**src/rtl/io_pkg.sv**
```systemverilog
// Shared definitions for the memory-mapped IO responder: register offsets
// within the 3-register window and STATUS bit positions.
package io_pkg;

    localparam int IO_DATA_OFS   = 0;
    localparam int IO_STATUS_OFS = 1;
    localparam int IO_COUNT_OFS  = 2;

    localparam int STAT_RX_NONEMPTY_BIT = 0;
    localparam int STAT_TX_NONFULL_BIT  = 1;
    localparam int STAT_DROP_BIT        = 3;
    localparam int STAT_UNDERRUN_BIT    = 4;

    typedef enum logic [1:0] {
        IO_DATA   = 2'(IO_DATA_OFS),
        IO_STATUS = 2'(IO_STATUS_OFS),
        IO_COUNT  = 2'(IO_COUNT_OFS)
    } io_reg_e;

endpackage

```
**src/rtl/sync_fifo.sv**
```systemverilog
// Small synchronous FIFO with a combinational head output. Push is ignored
// when full and pop is ignored when empty; contents survive reset.
module sync_fifo #(
    parameter int WIDTH = 8,
    parameter int DEPTH = 4
) (
    input  logic                       clk,
    input  logic                       reset,
    input  logic                       push,
    input  logic                       pop,
    input  logic [WIDTH-1:0]           din,
    output logic [WIDTH-1:0]           dout,
    output logic                       full,
    output logic                       empty,
    output logic [$clog2(DEPTH):0]     count
);

    localparam int AW = $clog2(DEPTH);

    logic [WIDTH-1:0] r_mem [DEPTH];
    logic [AW-1:0]    r_wr_ptr;
    logic [AW-1:0]    r_rd_ptr;
    logic [AW:0]      r_count;
    logic             w_do_push;
    logic             w_do_pop;

    assign full      = (r_count == (AW+1)'(DEPTH));
    assign empty     = (r_count == '0);
    assign count     = r_count;
    assign dout      = r_mem[r_rd_ptr];
    assign w_do_push = push && !full;
    assign w_do_pop  = pop && !empty;

    always_ff @(posedge clk) begin
        if (w_do_push) begin
            r_mem[r_wr_ptr] <= din;
        end
    end

    // Pointers are exactly log2(DEPTH) bits, so they wrap without explicit logic.
    always_ff @(posedge clk) begin
        if (!reset) begin
            r_wr_ptr <= '0;
            r_rd_ptr <= '0;
            r_count  <= '0;
        end else begin
            if (w_do_push) r_wr_ptr <= r_wr_ptr + 1'b1;
            if (w_do_pop)  r_rd_ptr <= r_rd_ptr + 1'b1;
            case ({w_do_push, w_do_pop})
                2'b10:   r_count <= r_count + 1'b1;
                2'b01:   r_count <= r_count - 1'b1;
                default: r_count <= r_count;
            endcase
        end
    end

endmodule

```
**src/rtl/mmio_io_responder.sv**
```systemverilog
// Device side of the CPU's IO window: DATA/STATUS/COUNT registers in front of
// an RX FIFO (external producer -> CPU loads) and a TX FIFO (CPU stores -> consumer).
module mmio_io_responder
    import io_pkg::*;
#(
    parameter int DATA_WIDTH = 8,
    parameter int ADDR_IO    = 252,
    parameter int FIFO_DEPTH = 4
) (
    input  logic                  clk,
    input  logic                  reset,
    input  logic [DATA_WIDTH-1:0] address,
    input  logic [DATA_WIDTH-1:0] wdata,
    input  logic                  wren,
    input  logic                  rden,
    output logic [DATA_WIDTH-1:0] rdata,
    input  logic [DATA_WIDTH-1:0] in_data,
    input  logic                  in_valid,
    output logic                  in_ready,
    output logic [DATA_WIDTH-1:0] out_data,
    output logic                  out_valid,
    input  logic                  out_ready
);

    localparam int CW = $clog2(FIFO_DEPTH) + 1;
    localparam logic [DATA_WIDTH-1:0] ADDR_LO = DATA_WIDTH'(ADDR_IO);

    logic [DATA_WIDTH-1:0] w_ofs;
    logic                  w_sel;
    io_reg_e               w_reg;
    logic                  w_rd_data;
    logic                  w_wr_data;
    logic                  w_wr_status;
    logic [DATA_WIDTH-1:0] w_rx_dout;
    logic                  w_rx_full;
    logic                  w_rx_empty;
    logic [CW-1:0]         w_rx_count;
    logic                  w_tx_full;
    logic                  w_tx_empty;
    logic [CW-1:0]         w_tx_count;
    logic [7:0]            w_status;
    logic [7:0]            w_count;
    logic                  r_underrun;
    logic                  r_drop;

    // Unsigned offset; addresses below the base wrap high and fail the range test.
    assign w_ofs       = address - ADDR_LO;
    assign w_sel       = (w_ofs < DATA_WIDTH'(3));
    assign w_reg       = io_reg_e'(w_ofs[1:0]);
    assign w_rd_data   = w_sel && rden && (w_reg == IO_DATA);
    assign w_wr_data   = w_sel && wren && (w_reg == IO_DATA);
    assign w_wr_status = w_sel && wren && (w_reg == IO_STATUS);

    assign in_ready  = reset && !w_rx_full;
    assign out_valid = !w_tx_empty;

    sync_fifo #(.WIDTH(DATA_WIDTH), .DEPTH(FIFO_DEPTH)) u_rx_fifo (
        .clk   (clk),
        .reset (reset),
        .push  (in_valid && in_ready),
        .pop   (w_rd_data),
        .din   (in_data),
        .dout  (w_rx_dout),
        .full  (w_rx_full),
        .empty (w_rx_empty),
        .count (w_rx_count)
    );

    sync_fifo #(.WIDTH(DATA_WIDTH), .DEPTH(FIFO_DEPTH)) u_tx_fifo (
        .clk   (clk),
        .reset (reset),
        .push  (w_wr_data),
        .pop   (out_valid && out_ready),
        .din   (wdata),
        .dout  (out_data),
        .full  (w_tx_full),
        .empty (w_tx_empty),
        .count (w_tx_count)
    );

    assign w_status = {3'b000, r_underrun, r_drop, 1'b0, !w_tx_full, !w_rx_empty};
    assign w_count  = {4'(w_tx_count), 4'(w_rx_count)};

    always_comb begin
        rdata = '0;
        if (w_sel) begin
            case (w_reg)
                IO_DATA:   rdata = w_rx_empty ? '0 : w_rx_dout;
                IO_STATUS: rdata = DATA_WIDTH'(w_status);
                IO_COUNT:  rdata = DATA_WIDTH'(w_count);
                default:   rdata = '0;
            endcase
        end
    end

    // Set and clear come from different offsets, so they never collide.
    always_ff @(posedge clk) begin
        if (!reset) begin
            r_underrun <= 1'b0;
            r_drop     <= 1'b0;
        end else begin
            if (w_rd_data && w_rx_empty) begin
                r_underrun <= 1'b1;
            end else if (w_wr_status && wdata[STAT_UNDERRUN_BIT]) begin
                r_underrun <= 1'b0;
            end
            if (w_wr_data && w_tx_full) begin
                r_drop <= 1'b1;
            end else if (w_wr_status && wdata[STAT_DROP_BIT]) begin
                r_drop <= 1'b0;
            end
        end
    end

endmodule
```
**config.mk**
```make
export PLATFORM = sky130hd
export DESIGN_NAME = mmio_io_responder
export DESIGN_NICKNAME = d
export VERILOG_FILES = /design/src/rtl/io_pkg.sv /design/src/rtl/sync_fifo.sv /design/src/rtl/mmio_io_responder.sv
export SDC_FILE = /design/constraint.sdc
export NUM_CORES = 1
export LEC_CHECK = 0
export CORE_UTILIZATION = 58
export DETAILED_ROUTE_END_ITERATION = 8
export GPL_TIMING_DRIVEN = 0
export PLACE_DENSITY = 0.95
export RECOVER_POWER = 25
export SYNTH_ARGS = -nofsm -noshare
export SYNTH_HDL_FRONTEND = slang
export SYNTH_SLANG_ARGS = --single-unit
```
**constraint.sdc**
```tcl
create_clock -name clk -period 5.65 [get_ports clk]
set_clock_uncertainty 0.05 [all_clocks]
set_input_delay 0.565 -clock clk [delete_from_list [all_inputs] [get_ports clk]]
set_output_delay 0.565 -clock clk [all_outputs]
set_load 0.02 [all_outputs]
```
; After elaboration in Yosys (flattened, before gate mapping)
; Memories as Yosys holds them, arrays and structs flattened. A register that Yosys moved wholly into a read port is not among the register bits.
; Cells that the tools add are included.
[word_totals]
mem_bits_rw = 64
register_bits = 16
latchBits = 0
memories = 2
word_cells = 72
rom_bits = 0
[memory_table]
columns = memory, words, word_bits, read_ports, rd_ports_with_merged_regs, write_ports, line
row1 = u_rx_fifo.r_mem, 4, 8, 1, 1, 1, sync_fifo.sv:20  ; logic [WIDTH-1:0] r_mem [DEPTH];
row2 = u_tx_fifo.r_mem, 4, 8, 1, 1, 1, sync_fifo.sv:20
[op_classes]
mul = 0
muxes = 17
n_reduce_logical = 27
addsub = 9
n_bitwise = 0
n_eq_ne = 8
n_div = 0
n_shift = 0
magnitude_cmp = 1
[op_table]
columns = op, n
row1 = $pmux W8 S3, 1
row2 = $logic_and A1 B1 Y1, 16
row3 = $mux W8, 2
row4 = $pmux W3 S2, 2
row5 = $add A2 B1 Y2 const B, 4
row6 = $lt A8 B2 Y1 const B, 1
row7 = $mux W1, 8
row8 = $mux W2, 4
row9 = $reduce_bool A2 Y1, 4
row10 = $sub A8 B8 Y8 const B, 1
row11 = $add A3 B1 Y3 const B, 2
row12 = $eq A2 B1 Y1 const B, 3
row13 = $eq A2 B2 Y1 const B, 3
row14 = $eq A3 B3 Y1 const B, 2
row15 = $logic_not A3 Y1, 2
row16 = $sub A3 B1 Y3 const B, 2
row17 = $logic_not A1 Y1, 4
row18 = $logic_not A2 Y1, 1

; Logic depth before layout (Yosys ltp)
[depth]
word_depth = 7
mapped_depth = 11
mapped_depth_nobuf = 10

; Hierarchy
; From an unflattened synthesis, not the netlist that was laid out.
[unflattened]
hier_cells = 241
area_unflattened_um2 = 3627.2
[modules_own_cells]
columns = mod, seq_area_each_um2, n_inst, cells_per_inst, area_per_inst_um2
row1 = sync_fifo, 1141.1, 2, 96, 1644.1
row2 = mmio_io_responder, 40.0, 1, 49, 339.1

; Worst setup path before layout
; Ideal clock, no wire load.
[synth_timing]
kind = input -> register
startpoint = in address[1]
endpoint = reg u_rx_fifo.r_count[2] (netlist: u_rx_fifo.count[2])
path_buffers = 2
setup_slack_ns = 3.041
stages = 11
arrival_time_ns = 2.490
required_time_ns = 5.530
cell_sequence = buf_2 > nor2_4 > and3_1 > buf_4 > and3_1 > ha_1 > inv_1 > fa_1 > xor2_1 > or3_1 > a21oi_1
[synth_via]
elab_chain_len = 7
[synth_rtl]
columns = element, line
row1 = from (decl), mmio_io_responder.sv:12  ; input logic [DATA_WIDTH-1:0] address,
row2 = $sub A8 B8 Y8 *, mmio_io_responder.sv:47  ; assign w_ofs = address - ADDR_LO;
row3 = $lt A8 B2 Y1, mmio_io_responder.sv:48  ; assign w_sel = (w_ofs < DATA_WIDTH'(3));
row4 = $logic_and A1 B1 Y1, mmio_io_responder.sv:50  ; assign w_rd_data = w_sel && rden && (w_reg == IO_DATA);
row5 = $logic_and A1 B1 Y1 *, mmio_io_responder.sv:50
row6 = $logic_and A1 B1 Y1 *, sync_fifo.sv:32  ; assign w_do_pop = pop && !empty;
row7 = named net u_rx_fifo.w_do_pop, sync_fifo.sv:25  ; logic w_do_pop;
row8 = $eq A2 B1 Y1 or $eq A2 B2 Y1 (tied branches), sync_fifo.sv:49  ; case ({w_do_push, w_do_pop})
row9 = $pmux W3 S2 or $reduce_bool A2 Y1 (tied branches), --
row10 = to (signal assigned), sync_fifo.sv:50  ; 2'b10: r_count <= r_count + 1'b1;
row11 = to (signal assigned), sync_fifo.sv:51  ; 2'b01: r_count <= r_count - 1'b1;
row12 = to (signal assigned), sync_fifo.sv:52  ; default: r_count <= r_count;
row13 = to (decl), sync_fifo.sv:23  ; logic [AW:0] r_count;
; The timed path passes the listed nets; every way through them passes the cells marked *.
; A chain may end at the register's enable or synchronous reset.

; Worst setup path in the final report
[layout_timing]
startpoint = in address[4]
endpoint = out rdata[7]
[layout_via]
elab_chain_len = 3
[layout_rtl]
columns = element, line
row1 = $sub A8 B8 Y8, mmio_io_responder.sv:47
row2 = $lt A8 B2 Y1, mmio_io_responder.sv:48
row3 = $mux W8, mmio_io_responder.sv:86  ; if (w_sel) begin
row4 = to (decl), mmio_io_responder.sv:16  ; output logic [DATA_WIDTH-1:0] rdata,
; Every way passes these cells.

==> qor.csv <==
metric;value;unit
status;completed;
core area;5921;um2
setup repair bufs after CTS;0;
Clock Pin Slew Worst Setup and Hold Paths;0.08;ns
Leakage;1.426;nW
cts hold-fix bufs;0;
Ys Warns;0;
unrepaired setup endpoints after global routing;false;
max frequency;0.3239;GHz
CTS H-tree depth;3;
Sw Share;21.38;%
reg2reg path depth;10;
CP Launch Type;input pin;
TritonCTS clock tree;built;
flops & latches, synth;84;
Final setup viols;0;
max_cap viols;0;
Max VDD drop;203.3;uV
GRT Total Usage;21.54;%
Nets;332;
Power Density;268.8;nW/um2
power share of the sequential group;58.7;%
Die W;80.18;um
reg2reg end;u_tx_fifo.count[2];
mean post-synth cell area;15.15;um2
Syn Std Cell Area;3545;um2
Final Wtd Congestion;0.7980;
placed cell areas;4089;um2
fillers;367;
num rows;28;
worst reg2reg startpoint;u_tx_fifo.count[0];
Yosys top cell area share;54.22;%
largest net degree at the start of global routing;16;
WS Path Type;input pin to output port;
combinational share of power;5.2;%
clock network power share;36.1;%
Overflow after GRT;0;
R2R setup slack;3.12;ns
top cell type by total area after synthesis;edfxtp_1;
io pins;48;
Hold Crit Depth;2;
share of flip-flops with an asynchronous set or reset;0;%
number of synthesized flops with an enable pin;64;
share of cells above drive strength 1;13.90;%
Switch Pwr;0.2464;mW
Design Area, Final;4288;um2
routed vias/inst;5.654;
Critical Path AT;2.47;ns
first-pass GRT wire length;9.908;mm
detailed-route DRC error count;0;
vias after detailed routing;2092;
Post-DRT Antenna Nets;0;
Hold Path Class;flip-flop to flip-flop;
antenna cell count;0;
Internal Power;0.9063;mW
Hold Vio Cnt, Final;0;
final wirelength;6.273;mm
register area share after synthesis;65.51;%
count leader, synth;edfxtp_1;
Critical Path End Type;output port;
dpl hpwl;4.599;mm
Distinct cells, synth;38;
PortBufs;45;
Slew headroom;65.96;%
CTS Buf Count;9;
Clock Tree Buf Depth;2;
final worst-path cycle share;54.65;%
Synth-to-Final Area Change;20.97;%
initial antenna violation count;0;
Hold Startpoint;u_rx_fifo.r_rd_ptr[1];
DIE AREA;6428;um2
Synth Net Count;276;
setup TNS;0;ns
cell count after synthesis;234;
Crit Path Max Fanout;10;
list of most frequent post-synthesis cells;edfxtp_1 (64), dfxtp_1 (20), mux4_2 (16), inv_1 (13), nor2_1 (12);
Final Max Slew Viols;0;
CTS root buf;clkbuf_8;
clk sinks;84;
WL/cell;16.95;um
Starting Density;59.87;%
Area contributors post-synth;edfxtp_1 (54%), dfxtp_1 (11%), mux4_2 (10%);
initial DRC count;179;
Post-CTS Resized;0;
Most used DFF post-synth;edfxtp_1;
vias in the first global route;2223;
drt first pass iters;4;
Tmin final;3.088;ns
Setup crit start;address[4];
Die H;80.18;um
Slew @ Worst Pin;0.5106;ns
clock latency on the worst-skew pair;0.35;ns
WP data required;5.04;ns
[worst max path at each step]
stage | end | slack, ns
finish | rdata[7] | 2.56
global route | rdata[7] | 2.50
CTS | rdata[7] | 2.57
detailed placement | u_rx_fifo.count[2] | 2.44
global placement | u_rx_fifo.count[2] | 2.50
floorplan | u_rx_fifo.count[2] | 3.04
[layout by cell type (no fill, tap or decap), types with 2 or more instances in the layout]
cell type / n
clkinvlp_4: 2
inv_6: 2
mux2i_1: 3
dfxtp_1: 20
o21ai_0: 6
clkbuf_8: 9
buf_1: 2
and2_1: 5
nor2b_1: 3
xor2_1: 5
mux4_2: 16
and3_1: 7
buf_2: 3
xnor2_1: 2
inv_1: 13
edfxtp_1: 64
a21oi_1: 10
or3_1: 4
a22oi_1: 4
a31oi_1: 2
ha_1: 10
nand2b_1: 3
nand2_1: 8
nand3_1: 9
nor3_1: 5
fa_1: 2
clkdlybuf4s50_1: 33
buf_4: 2
dlygate4sd3_1: 12
nand4_1: 2
nor2_1: 12
[critical path, cell delays in order]
cell and delay (ns):
clkdlybuf4s50_1 0.45, and4_1 0.25, and3_1 0.24, buf_4 0.20
and3_1 0.17, clkdlybuf4s50_1 0.60
[cell families (layout without fill, tap and decap cells)]
family                   Yosys count  in the layout  synth area share (%)
adder cells (fa/ha/maj)           12             12                 4.659
AND/OR/NAND/NOR                   64             64                 9.813
XOR/XNOR                           7              7                 1.730
flip-flops                        84             84                 65.51
buffers and inverters             22             83                 2.647
multiplexers                      19             19                 11.01
AO/OA/AOI/OAI                     26             26                 4.624
[layout make-up]
| cell class | instances | area (um2) | area share, % |
|---|---|---|---|
| Sequential cell | 84 | 2322 | 54.16 |
| Multi-Input combinational cell | 128 | 1129 | 26.32 |
| Timing Repair Buffer | 45 | 450.4 | 10.50 |
| Clock buffer | 9 | 123.9 | 2.889 |
| Tap cell | 75 | 93.84 | 2.189 |
| Clock inverter | 7 | 75.07 | 1.751 |
| Inverter | 14 | 52.55 | 1.226 |
| Buffer | 8 | 41.29 | 0.9629 |
[metal layers]
metal  global-route usage, %  up-vias  routed length [um]
met5                       0        -                   0
met4                   13.04        0                 208
met3                   3.750       21                 215
met2                   39.49       58                3421
met1                   22.91     1018                2427
li1                        -      995                   -
[power groups by stage]
stage | Clock (mW) | Combinational [mW] | Sequential [mW]
floorplan | 0 | 0.0285 | 0.689
global placement | 0 | 0.0592 | 0.689
detailed placement | 0 | 0.0618 | 0.690
CTS | 0.427 | 0.0620 | 0.676
global route | 0.447 | 0.0663 | 0.677
finish | 0.416 | 0.0600 | 0.676
[state kept, by name, summed over array words and instances, names as in the netlist, named ones only]
signal and cells:
r_underrun 1, r_drop 1, u_tx_fifo.r_wr_ptr 2, u_tx_fifo.r_rd_ptr 2, u_rx_fifo.r_mem 32, u_tx_fifo.r_mem 32
u_rx_fifo.count 3, u_rx_fifo.r_rd_ptr 2, u_rx_fifo.r_wr_ptr 2, u_tx_fifo.count 3
[stage by stage]
stage	utilization, %	total power, mW	cells	hold slack [ns]	worst slack (ns)
floorplan	-	0.7175	234	0.3989	3.041
global placement	69.06	0.7487	354	0.4075	2.501
detailed placement	69.06	0.7522	354	0.4250	2.441
CTS	72.42	1.165	370	0.4384	2.566
global route	72.42	1.190	370	0.4821	2.498
finish	72.42	1.153	370	0.4318	2.562
Power figures use the tool's default switching activity.
